**src/rtl/mul4_seq_pkg.sv**
```systemverilog
// rtl/mul4_seq_pkg.sv - shared types, test patterns and helpers for the 2x2 multiplier fitness sequencer
package mul4_seq_pkg;

  typedef enum logic [1:0] {
    ST_IDLE   = 2'd0,
    ST_DRIVE  = 2'd1,
    ST_SAMPLE = 2'd2,
    ST_DONE   = 2'd3
  } state_t;

  localparam int LANES         = 16;
  localparam int BITS_PER_PASS = 64;

  // Lane i of the pass-0 stimulus carries case k=i with a=k[3:2], b=k[1:0]
  localparam logic [LANES-1:0] BASE_A1 = 16'hFF00;
  localparam logic [LANES-1:0] BASE_A0 = 16'hF0F0;
  localparam logic [LANES-1:0] BASE_B1 = 16'hCCCC;
  localparam logic [LANES-1:0] BASE_B0 = 16'hAAAA;

  // Golden product bits for the same lane ordering
  localparam logic [LANES-1:0] GOLD_Y3 = 16'h8000;
  localparam logic [LANES-1:0] GOLD_Y2 = 16'h4C00;
  localparam logic [LANES-1:0] GOLD_Y1 = 16'h6AC0;
  localparam logic [LANES-1:0] GOLD_Y0 = 16'hA0A0;

  // Rotate a lane vector right; shifting a doubled copy avoids a zero-width corner at sh=0
  function automatic logic [LANES-1:0] ror16(input logic [LANES-1:0] v, input logic [3:0] sh);
    logic [2*LANES-1:0] w;
    w = {v, v} >> sh;
    return w[LANES-1:0];
  endfunction

  // Count set bits in one lane vector
  function automatic logic [4:0] popcount16(input logic [LANES-1:0] v);
    logic [4:0] c;
    c = '0;
    for (int i = 0; i < LANES; i++) begin
      c = c + {4'd0, v[i]};
    end
    return c;
  endfunction

endpackage

```
**src/rtl/mul4_lane_scorer.sv**
```systemverilog
// rtl/mul4_lane_scorer.sv - rotated golden vectors and per-pass match count for one candidate sample
module mul4_lane_scorer
  import mul4_seq_pkg::*;
(
  input  logic [3:0]       i_pass,
  input  logic [LANES-1:0] i_y3,
  input  logic [LANES-1:0] i_y2,
  input  logic [LANES-1:0] i_y1,
  input  logic [LANES-1:0] i_y0,
  output logic [LANES-1:0] o_g3,
  output logic [LANES-1:0] o_g2,
  output logic [LANES-1:0] o_g1,
  output logic [LANES-1:0] o_g0,
  output logic [6:0]       o_match
);

  logic [4:0] w_pc3;
  logic [4:0] w_pc2;
  logic [4:0] w_pc1;
  logic [4:0] w_pc0;

  // Golden vectors follow the stimulus rotation so lane i always compares against case (i+pass) mod 16
  assign o_g3 = ror16(GOLD_Y3, i_pass);
  assign o_g2 = ror16(GOLD_Y2, i_pass);
  assign o_g1 = ror16(GOLD_Y1, i_pass);
  assign o_g0 = ror16(GOLD_Y0, i_pass);

  // Count agreeing bits per output plane, then sum the four planes (0..64 fits in 7 bits)
  always_comb begin
    w_pc3   = popcount16(~(i_y3 ^ o_g3));
    w_pc2   = popcount16(~(i_y2 ^ o_g2));
    w_pc1   = popcount16(~(i_y1 ^ o_g1));
    w_pc0   = popcount16(~(i_y0 ^ o_g0));
    o_match = 7'(w_pc3) + 7'(w_pc2) + 7'(w_pc1) + 7'(w_pc0);
  end

endmodule

```
**src/rtl/mul4_fitness_sequencer.sv**
```systemverilog
// rtl/mul4_fitness_sequencer.sv - drives, samples and scores a bit-sliced 2x2 multiplier candidate
module mul4_fitness_sequencer
  import mul4_seq_pkg::*;
#(
  parameter int  NUM_PASSES    = 4,
  parameter int  SETTLE_CYCLES = 2,
  localparam int SCORE_W       = $clog2(64 * NUM_PASSES + 1)
) (
  input  logic               clk,
  input  logic               rst,
  input  logic               start,
  input  logic               abort,
  output logic               busy,
  output logic [LANES-1:0]   stim_a1,
  output logic [LANES-1:0]   stim_a0,
  output logic [LANES-1:0]   stim_b1,
  output logic [LANES-1:0]   stim_b0,
  input  logic [LANES-1:0]   dut_y3,
  input  logic [LANES-1:0]   dut_y2,
  input  logic [LANES-1:0]   dut_y1,
  input  logic [LANES-1:0]   dut_y0,
  output logic               res_valid,
  input  logic               res_ready,
  output logic [SCORE_W-1:0] score,
  output logic               perfect
);

  localparam int               SET_W     = (SETTLE_CYCLES > 1) ? $clog2(SETTLE_CYCLES) : 1;
  localparam logic [SET_W-1:0] SET_LAST  = SET_W'(SETTLE_CYCLES - 1);
  localparam logic [3:0]       PASS_LAST = 4'(NUM_PASSES - 1);
  localparam logic [SCORE_W-1:0] SCORE_MAX = SCORE_W'(BITS_PER_PASS * NUM_PASSES);

  state_t             r_state;
  logic [3:0]         r_pass;
  logic [SET_W-1:0]   r_settle;
  logic [SCORE_W-1:0] r_acc;
  logic               r_valid;
  logic [LANES-1:0]   r_stim_a1;
  logic [LANES-1:0]   r_stim_a0;
  logic [LANES-1:0]   r_stim_b1;
  logic [LANES-1:0]   r_stim_b0;

  logic [LANES-1:0]   w_g3;
  logic [LANES-1:0]   w_g2;
  logic [LANES-1:0]   w_g1;
  logic [LANES-1:0]   w_g0;
  logic [6:0]         w_match;
  logic [3:0]         w_pass_next;

  mul4_lane_scorer u_scorer (
    .i_pass  (r_pass),
    .i_y3    (dut_y3),
    .i_y2    (dut_y2),
    .i_y1    (dut_y1),
    .i_y0    (dut_y0),
    .o_g3    (w_g3),
    .o_g2    (w_g2),
    .o_g1    (w_g1),
    .o_g0    (w_g0),
    .o_match (w_match)
  );

  assign w_pass_next = r_pass + 4'd1;

  // Sequencer FSM: load stimulus, settle, sample and accumulate, then hold the result for the harness
  always_ff @(posedge clk) begin
    if (rst) begin
      r_state   <= ST_IDLE;
      r_pass    <= '0;
      r_settle  <= '0;
      r_acc     <= '0;
      r_valid   <= 1'b0;
      r_stim_a1 <= '0;
      r_stim_a0 <= '0;
      r_stim_b1 <= '0;
      r_stim_b0 <= '0;
    end else begin
      case (r_state)
        ST_IDLE: begin
          // abort is meaningless here, so start alone decides
          if (start) begin
            r_state   <= ST_DRIVE;
            r_pass    <= '0;
            r_settle  <= '0;
            r_acc     <= '0;
            r_stim_a1 <= BASE_A1;
            r_stim_a0 <= BASE_A0;
            r_stim_b1 <= BASE_B1;
            r_stim_b0 <= BASE_B0;
          end
        end
        ST_DRIVE: begin
          if (abort) begin
            r_state  <= ST_IDLE;
            r_acc    <= '0;
            r_valid  <= 1'b0;
            r_settle <= '0;
          end else if (r_settle == SET_LAST) begin
            r_settle <= '0;
            r_state  <= ST_SAMPLE;
          end else begin
            r_settle <= r_settle + SET_W'(1);
          end
        end
        ST_SAMPLE: begin
          if (abort) begin
            r_state <= ST_IDLE;
            r_acc   <= '0;
            r_valid <= 1'b0;
          end else begin
            r_acc <= r_acc + SCORE_W'(w_match);
            if (r_pass == PASS_LAST) begin
              r_state <= ST_DONE;
              r_valid <= 1'b1;
            end else begin
              r_pass    <= w_pass_next;
              r_stim_a1 <= ror16(BASE_A1, w_pass_next);
              r_stim_a0 <= ror16(BASE_A0, w_pass_next);
              r_stim_b1 <= ror16(BASE_B1, w_pass_next);
              r_stim_b0 <= ror16(BASE_B0, w_pass_next);
              r_state   <= ST_DRIVE;
            end
          end
        end
        ST_DONE: begin
          // start is deliberately not looked at here, even in the handshake cycle
          if (abort) begin
            r_state <= ST_IDLE;
            r_acc   <= '0;
            r_valid <= 1'b0;
          end else if (res_ready) begin
            r_state <= ST_IDLE;
            r_valid <= 1'b0;
          end
        end
        default: begin
          r_state <= ST_IDLE;
        end
      endcase
    end
  end

  assign busy      = (r_state != ST_IDLE);
  assign res_valid = r_valid;
  assign score     = r_acc;
  assign perfect   = r_valid && (r_acc == SCORE_MAX);
  assign stim_a1   = r_stim_a1;
  assign stim_a0   = r_stim_a0;
  assign stim_b1   = r_stim_b1;
  assign stim_b0   = r_stim_b0;

endmodule

```
**config.mk**
```make
export PLATFORM = sky130hd
export DESIGN_NAME = mul4_fitness_sequencer
export DESIGN_NICKNAME = d
export VERILOG_FILES = /design/src/rtl/mul4_seq_pkg.sv /design/src/rtl/mul4_lane_scorer.sv /design/src/rtl/mul4_fitness_sequencer.sv
export SDC_FILE = /design/constraint.sdc
export NUM_CORES = 1
export LEC_CHECK = 0
export ABC_AREA = 1
export CAP_MARGIN = 20
export CORE_MARGIN = 10
export CORE_UTILIZATION = 51
export CTS_BUF_LIST = sky130_fd_sc_hd__clkbuf_4 sky130_fd_sc_hd__clkbuf_8 sky130_fd_sc_hd__clkbuf_16
export DETAILED_ROUTE_END_ITERATION = 10
export GPL_TIMING_DRIVEN = 0
export PLACE_DENSITY = 0.79
export SYNTH_ARGS = -nofsm -noshare
export SYNTH_HDL_FRONTEND = slang
export SYNTH_SLANG_ARGS = --single-unit
```
**constraint.sdc**
```tcl
create_clock -name clk -period 10.7 [get_ports clk]
set_input_delay 1.07 -clock clk [delete_from_list [all_inputs] [get_ports clk]]
set_output_delay 1.07 -clock clk [all_outputs]
set_load 0.01 [all_outputs]
```
# --- After elaboration in Yosys (flattened, before gate mapping) ---
# Index checks and enable logic that the tools add are counted.
classes:
  muxes: 42
  addsub: 66
  n_reduce_logical: 12
  n_eq_ne: 13
  shifts: 8
  bitwise: 8
ops:
  columns: ["op", "n"]
  rows:
  - ["5-bit by 1-bit adder with 5-bit output", 56]
  - ["16-bit two-way mux", 12]
  - ["32-bit by 4-bit right shift with 16-bit output (first input constant)", 6]
  - ["16-bit one-hot mux with 2 select lines", 4]
  - ["16-bit NOT", 4]
  - ["16-bit XOR", 4]
  - ["31-bit by 4-bit right shift with 16-bit output (first input constant)", 2]
  - ["9-bit two-way mux", 3]
  - ["9-bit one-hot mux with 3 select lines", 1]
  - ["7-bit by 5-bit adder with 7-bit output", 2]
  - ["2-bit two-way mux", 7]
  - ["4-bit two-way mux", 3]
  - ["9-bit by 7-bit adder with 9-bit output", 1]
  - ["9-bit equality test (second input constant)", 1]
  - ["3-bit inequality test (second input constant)", 3]
  - ["1-bit by 1-bit adder with 2-bit output", 4]
  - ["1-bit two-way mux", 8]
  - ["2-bit inequality test (second input constant)", 4]
  - ["2-bit one-hot mux with 4 select lines", 1]
  - ["4-bit one-hot mux with 2 select lines", 1]
  - ["4-bit AND reduction", 2]
  - ["5-bit by 5-bit adder with 6-bit output", 1]
  - ["2-bit nonzero test", 3]
  - ["4-bit by 1-bit adder with 4-bit output (second input constant)", 1]
  - ["other kinds (13)", 15]
totals:
  wordCells: 158
  input_bits: 69
  register_bits: 81

# --- Depth between registers and ports, before layout ---
depth:
  ltp_word: 24
  ltp_mapped: 39
  ltp_nobuf: 39

# --- By module ---
# From an unflattened synthesis, not the netlist that was laid out.
hier_totals:
  hier_cells: 825
  hier_area_um2: 5779.3
modules_own_cells:
  columns: ["module", "seq_area_each_um2", "cells_per_inst", "instances", "area_each_um2"]
  rows:
  - ["mul4_lane_scorer", 0.0, 459, 1, 3214.3]
  - ["mul4_fitness_sequencer", 860.8, 366, 1, 2565.0]

# --- Worst setup path after synthesis ---
# No wires, ideal clock.
synth_timing:
  path_kind: "register to register"
  from: "register r_pass[0]"
  to: "register r_acc[8] (netlist: score[8])"
  path_stages_with_launch: 32
  n_path_buf: 0
  arrival_ns: 7.611
  synth_period_minus_slack_ns: 7.726
  setup_slack_ns: 2.974
  cell_sequence: "dfxtp_1 > inv_1 > ha_1 > nand2_1 > nor2_1 > xor2_1 > inv_1 > ha_1 > inv_1 > fa_1 > fa_1 > fa_1 > fa_1 > fa_1 > fa_1 > inv_1 > fa_1 > inv_1 > fa_1 > inv_1 > ha_1 > fa_1 > a21oi_1 > o21ai_0 > xor2_1 > ha_1 > a21oi_1 > nor2_1 > nor2_1 > nand2_1 > a21oi_1 > nor2_1"
synth_via:
  elab_chain_cells: 24
synth_lines:
  columns: ["element", "line_no", "rtl"]
  rows:
  - ["start: declaration", "mul4_fitness_sequencer.sv:34", "logic [3:0] r_pass;"]
  - ["start signal: assignment", "mul4_fitness_sequencer.sv:116", "r_pass <= w_pass_next;"]
  - ["32-bit by 4-bit right shift with 16-bit output or 31-bit by 4-bit right shift with 16-bit output (tied branches)", "mul4_seq_pkg.sv:29", "w = {v, v} >> sh;"]
  - ["16-bit XOR (on tied branches)", "mul4_lane_scorer.sv:30, mul4_lane_scorer.sv:31", null]
  - ["16-bit NOT (on tied branches)", "mul4_lane_scorer.sv:30, mul4_lane_scorer.sv:31", null]
  - ["1-bit by 1-bit adder with 2-bit output", "mul4_seq_pkg.sv:38", "c = c + {4'd0, v[i]};"]
  - ["5-bit by 1-bit adder with 5-bit output (14 in series)", "mul4_seq_pkg.sv:38", null]
  - ["5-bit by 5-bit adder with 6-bit output", "mul4_lane_scorer.sv:34", "o_match = 7'(w_pc3) + 7'(w_pc2) + 7'(w_pc1) + 7'(w_pc0);"]
  - ["7-bit by 5-bit adder with 7-bit output", "mul4_lane_scorer.sv:34", null]
  - ["7-bit by 5-bit adder with 7-bit output (*)", "mul4_lane_scorer.sv:34", null]
  - ["9-bit by 7-bit adder with 9-bit output (*)", "mul4_fitness_sequencer.sv:111", "r_acc <= r_acc + SCORE_W'(w_match);"]
  - ["9-bit two-way mux (*)", "mul4_fitness_sequencer.sv:106", "if (abort) begin"]
  - ["9-bit one-hot mux with 3 select lines (*)", "mul4_fitness_sequencer.sv:78", "case (r_state)"]
  - ["end signal: assignment", "mul4_fitness_sequencer.sv:111", null]
  - ["end: declaration", "mul4_fitness_sequencer.sv:36", "logic [SCORE_W-1:0] r_acc;"]
# Mark *: on every way between the ends. The rest lies on a longest branch, timed or not.
# A chain may end at the register's enable or synchronous reset.

# --- Worst setup path in the final report ---
# Ends and elaborated chain as after synthesis.

==> out/results.txt <==
Worst Reg-to-Reg Cells -> 33
Synth Register Bits -> 43
Syn Area/Cell -> 7.47 um2
f_max -> 116 MHz
Core Area -> 10800 um2
Wirelength per Cell -> 15.1 um
setup TNS -> 0 ns
Slew @ Worst Pin -> 0.630 ns
mean number of vias per cell -> 5.02
top cell type's share of synthesized area -> 0.170
clock latency on the worst-skew pair -> 0.30 ns
diode count -> 0
Placer Congestion -> 0.915
pin count of the biggest net entering global routing -> 17
number of global-route vias before repair -> 5350
Arr. time, crit path -> 8.79 ns
Hold Crit Start -> stim_a1[2]
Hold Path End -> stim_a1[2]
Num Clock Sinks -> 43
largest area contributor in the netlist -> fa_1
outcome -> completed
Area growth, synth to finish -> 30.2%
Min Hold Slack -> 0.469 ns
post-cts hold buffer count -> 0
CTS tree -> built
slowest CP cell -> dfxtp_1
hpwl dp -> 13500 um
Reg clk slew, reported paths -> 0.09 ns
Post-synth EDFFs -> 0
initial antenna violation count -> 0
drt pass-1 iters -> 6
hold depth -> 2
DRT iter0 DRCs -> 449
Die X -> 125 um
Tot GR Track Use -> 0.199
Synth warnings -> 0
Max Cap Viol -> 0
cell mode on critical path -> fa_1
Post-Syn Nets -> 923
endpoint class of the critical path -> flop
ys flop type -> dfxtp_1
Worst setup SP type -> flop
Filler Cell Count -> 952
met1 usage -> 0.251
FP Rows -> 38
Final Hold Viols -> 0
root buffer cell -> clkbuf_8
setup slack, reg-to-reg -> 2.10 ns
Post-Synthesis Cell Area -> 5650 um2
most used routing layer -> met2
layout cell share with drive strength beyond 1 -> 0.0903
global-route met3 utilization -> 0.0541
Final Max Slew Viols -> 0
top-level port count -> 145
CTS Buf Count -> 5
Tmin final -> 8.60 ns
via count -> 5256
post-CTS sizing -> 0
met2 usage -> 0.334
global route overflow -> 0
FF-to-FF Start -> r_pass[0]
Synth area leaders -> fa_1 17%, dfxtp_1 15%, ha_1 11%
most frequent cells in the layout -> 148 x nand2_1, 144 x clkdlybuf4s50_1, 113 x inv_1
Reg2Reg Capture Point -> score[8]
Die Ht -> 125 um
layout net count -> 1074
antenna viol nets, final -> 0
Worst Clk Skew -> 0.00852 ns
async set or reset register ratio after synthesis -> 0
Post-Route WL -> 15800 um
Max stage delay on crit path -> 0.71 ns
DIE AREA -> 15700 um2
Clock Tree Buf Depth -> 2
first-pass GRT wire length -> 26100 um
Cells after Synth -> 756
Final Setup Violations -> 0
Hold WC Path Type -> reg -> reg
port bufs -> 144
drc violations -> 0
Worst EP required -> 10.89 ns
register area share after synthesis -> 0.152
CP Class -> reg -> reg
H-tree levels -> 2
worst relative slew slack -> 0.576
most common cell after layout, fill and taps aside -> nand2_1
Initial Util -> 0.521
worst-path fanout max -> 16
worst setup path startpoint -> r_pass[0]
Final period util -> 0.803
Netlist cell types -> 37
setup bufs post-CTS -> 0
setup repair after global routing missed its margin -> false
==> synthesized netlist by cell type, types with 6 or more instances <==
| master | number |
|---|---|
| a21oi_1 | 47 |
| buf_4 | 39 |
| dfxtp_1 | 43 |
| fa_1 | 48 |
| ha_1 | 50 |
| inv_1 | 113 |
| nand2_1 | 148 |
| nand2_2 | 7 |
| nand3_1 | 32 |
| nor2_1 | 60 |
| o21ai_0 | 39 |
| o21ai_2 | 6 |
| xnor2_1 | 27 |
| xor2_1 | 50 |
==> cells by family after synthesis <==
logic type | synth area share
buffers and inverters | 0.144
xor gates and xnor gates | 0.119
adders and majority gates | 0.281
AOI/OAI and AO/OA | 0.107
and+or+nand+nor | 0.196
DFF | 0.152
==> flip-flops by register name, indices dropped and copies added (netlist names) <==
| signal | flops |
|---|---|
| stim_a1 | 16 |
| score | 9 |
| stim_a0 | 7 |
| r_pass | 3 |
| stim_b1 | 3 |
| r_state | 2 |
| r_settle | 1 |
| res_valid | 1 |
| stim_b0 | 1 |
==> stage by stage <==
step	utilization	area, um2	cells	setup slack, ns
after CTS	0.678	7350	1048	2.09
after floorplan	-	5650	756	2.97
after global placement	0.670	7260	1040	2.23
after detailed placement	0.670	7260	1040	2.09
final	0.678	7350	1048	2.10
after global routing	0.678	7350	1048	1.57
==> cell type report <==
cell class | count | area, um2 | area share
Buffer | 52 | 370 | 0.0504
Clock buffer | 6 | 76.3 | 0.0104
Clock inverter | 2 | 12.5 | 0.00170
Inverter | 118 | 445 | 0.0606
Multi-Input combinational cell | 543 | 3970 | 0.540
Sequential cell | 43 | 861 | 0.117
Tap cell | 140 | 175 | 0.0238
Timing Repair Buffer | 144 | 1440 | 0.196
==> worst max-delay path, delay by kind of cell (launching register included) <==
kind | cells | cell delay [ns]
AO/OA/AOI/OAI | 5 | 0.83
XOR/XNOR | 2 | 0.31
adder cells (fa/ha/maj) | 13 | 5.39
buffers and inverters | 7 | 0.63
flip-flops | 1 | 0.71
AND/OR/NAND/NOR | 6 | 0.60
==> routing by layer <==
layer / up-vias / share of wire
li1: 2612 / -
met1: 2428 / 0.43
met2: 204 / 0.48
met3: 12 / 0.086
met4: 0 / 0.0086
met5: - / 0
==> how the worst max path moves through the flow <==
stage / end / cells after the start
after floorplan: score[8] / 31
after global placement: score[8] / 28
after detailed placement: score[8] / 28
after CTS: score[8] / 33
after global routing: score[8] / 33
final: score[8] / 33
Power is left out: the tool's default activity adds up to more than one toggle a clock period on the data nets, which glitch-free logic cannot reach.
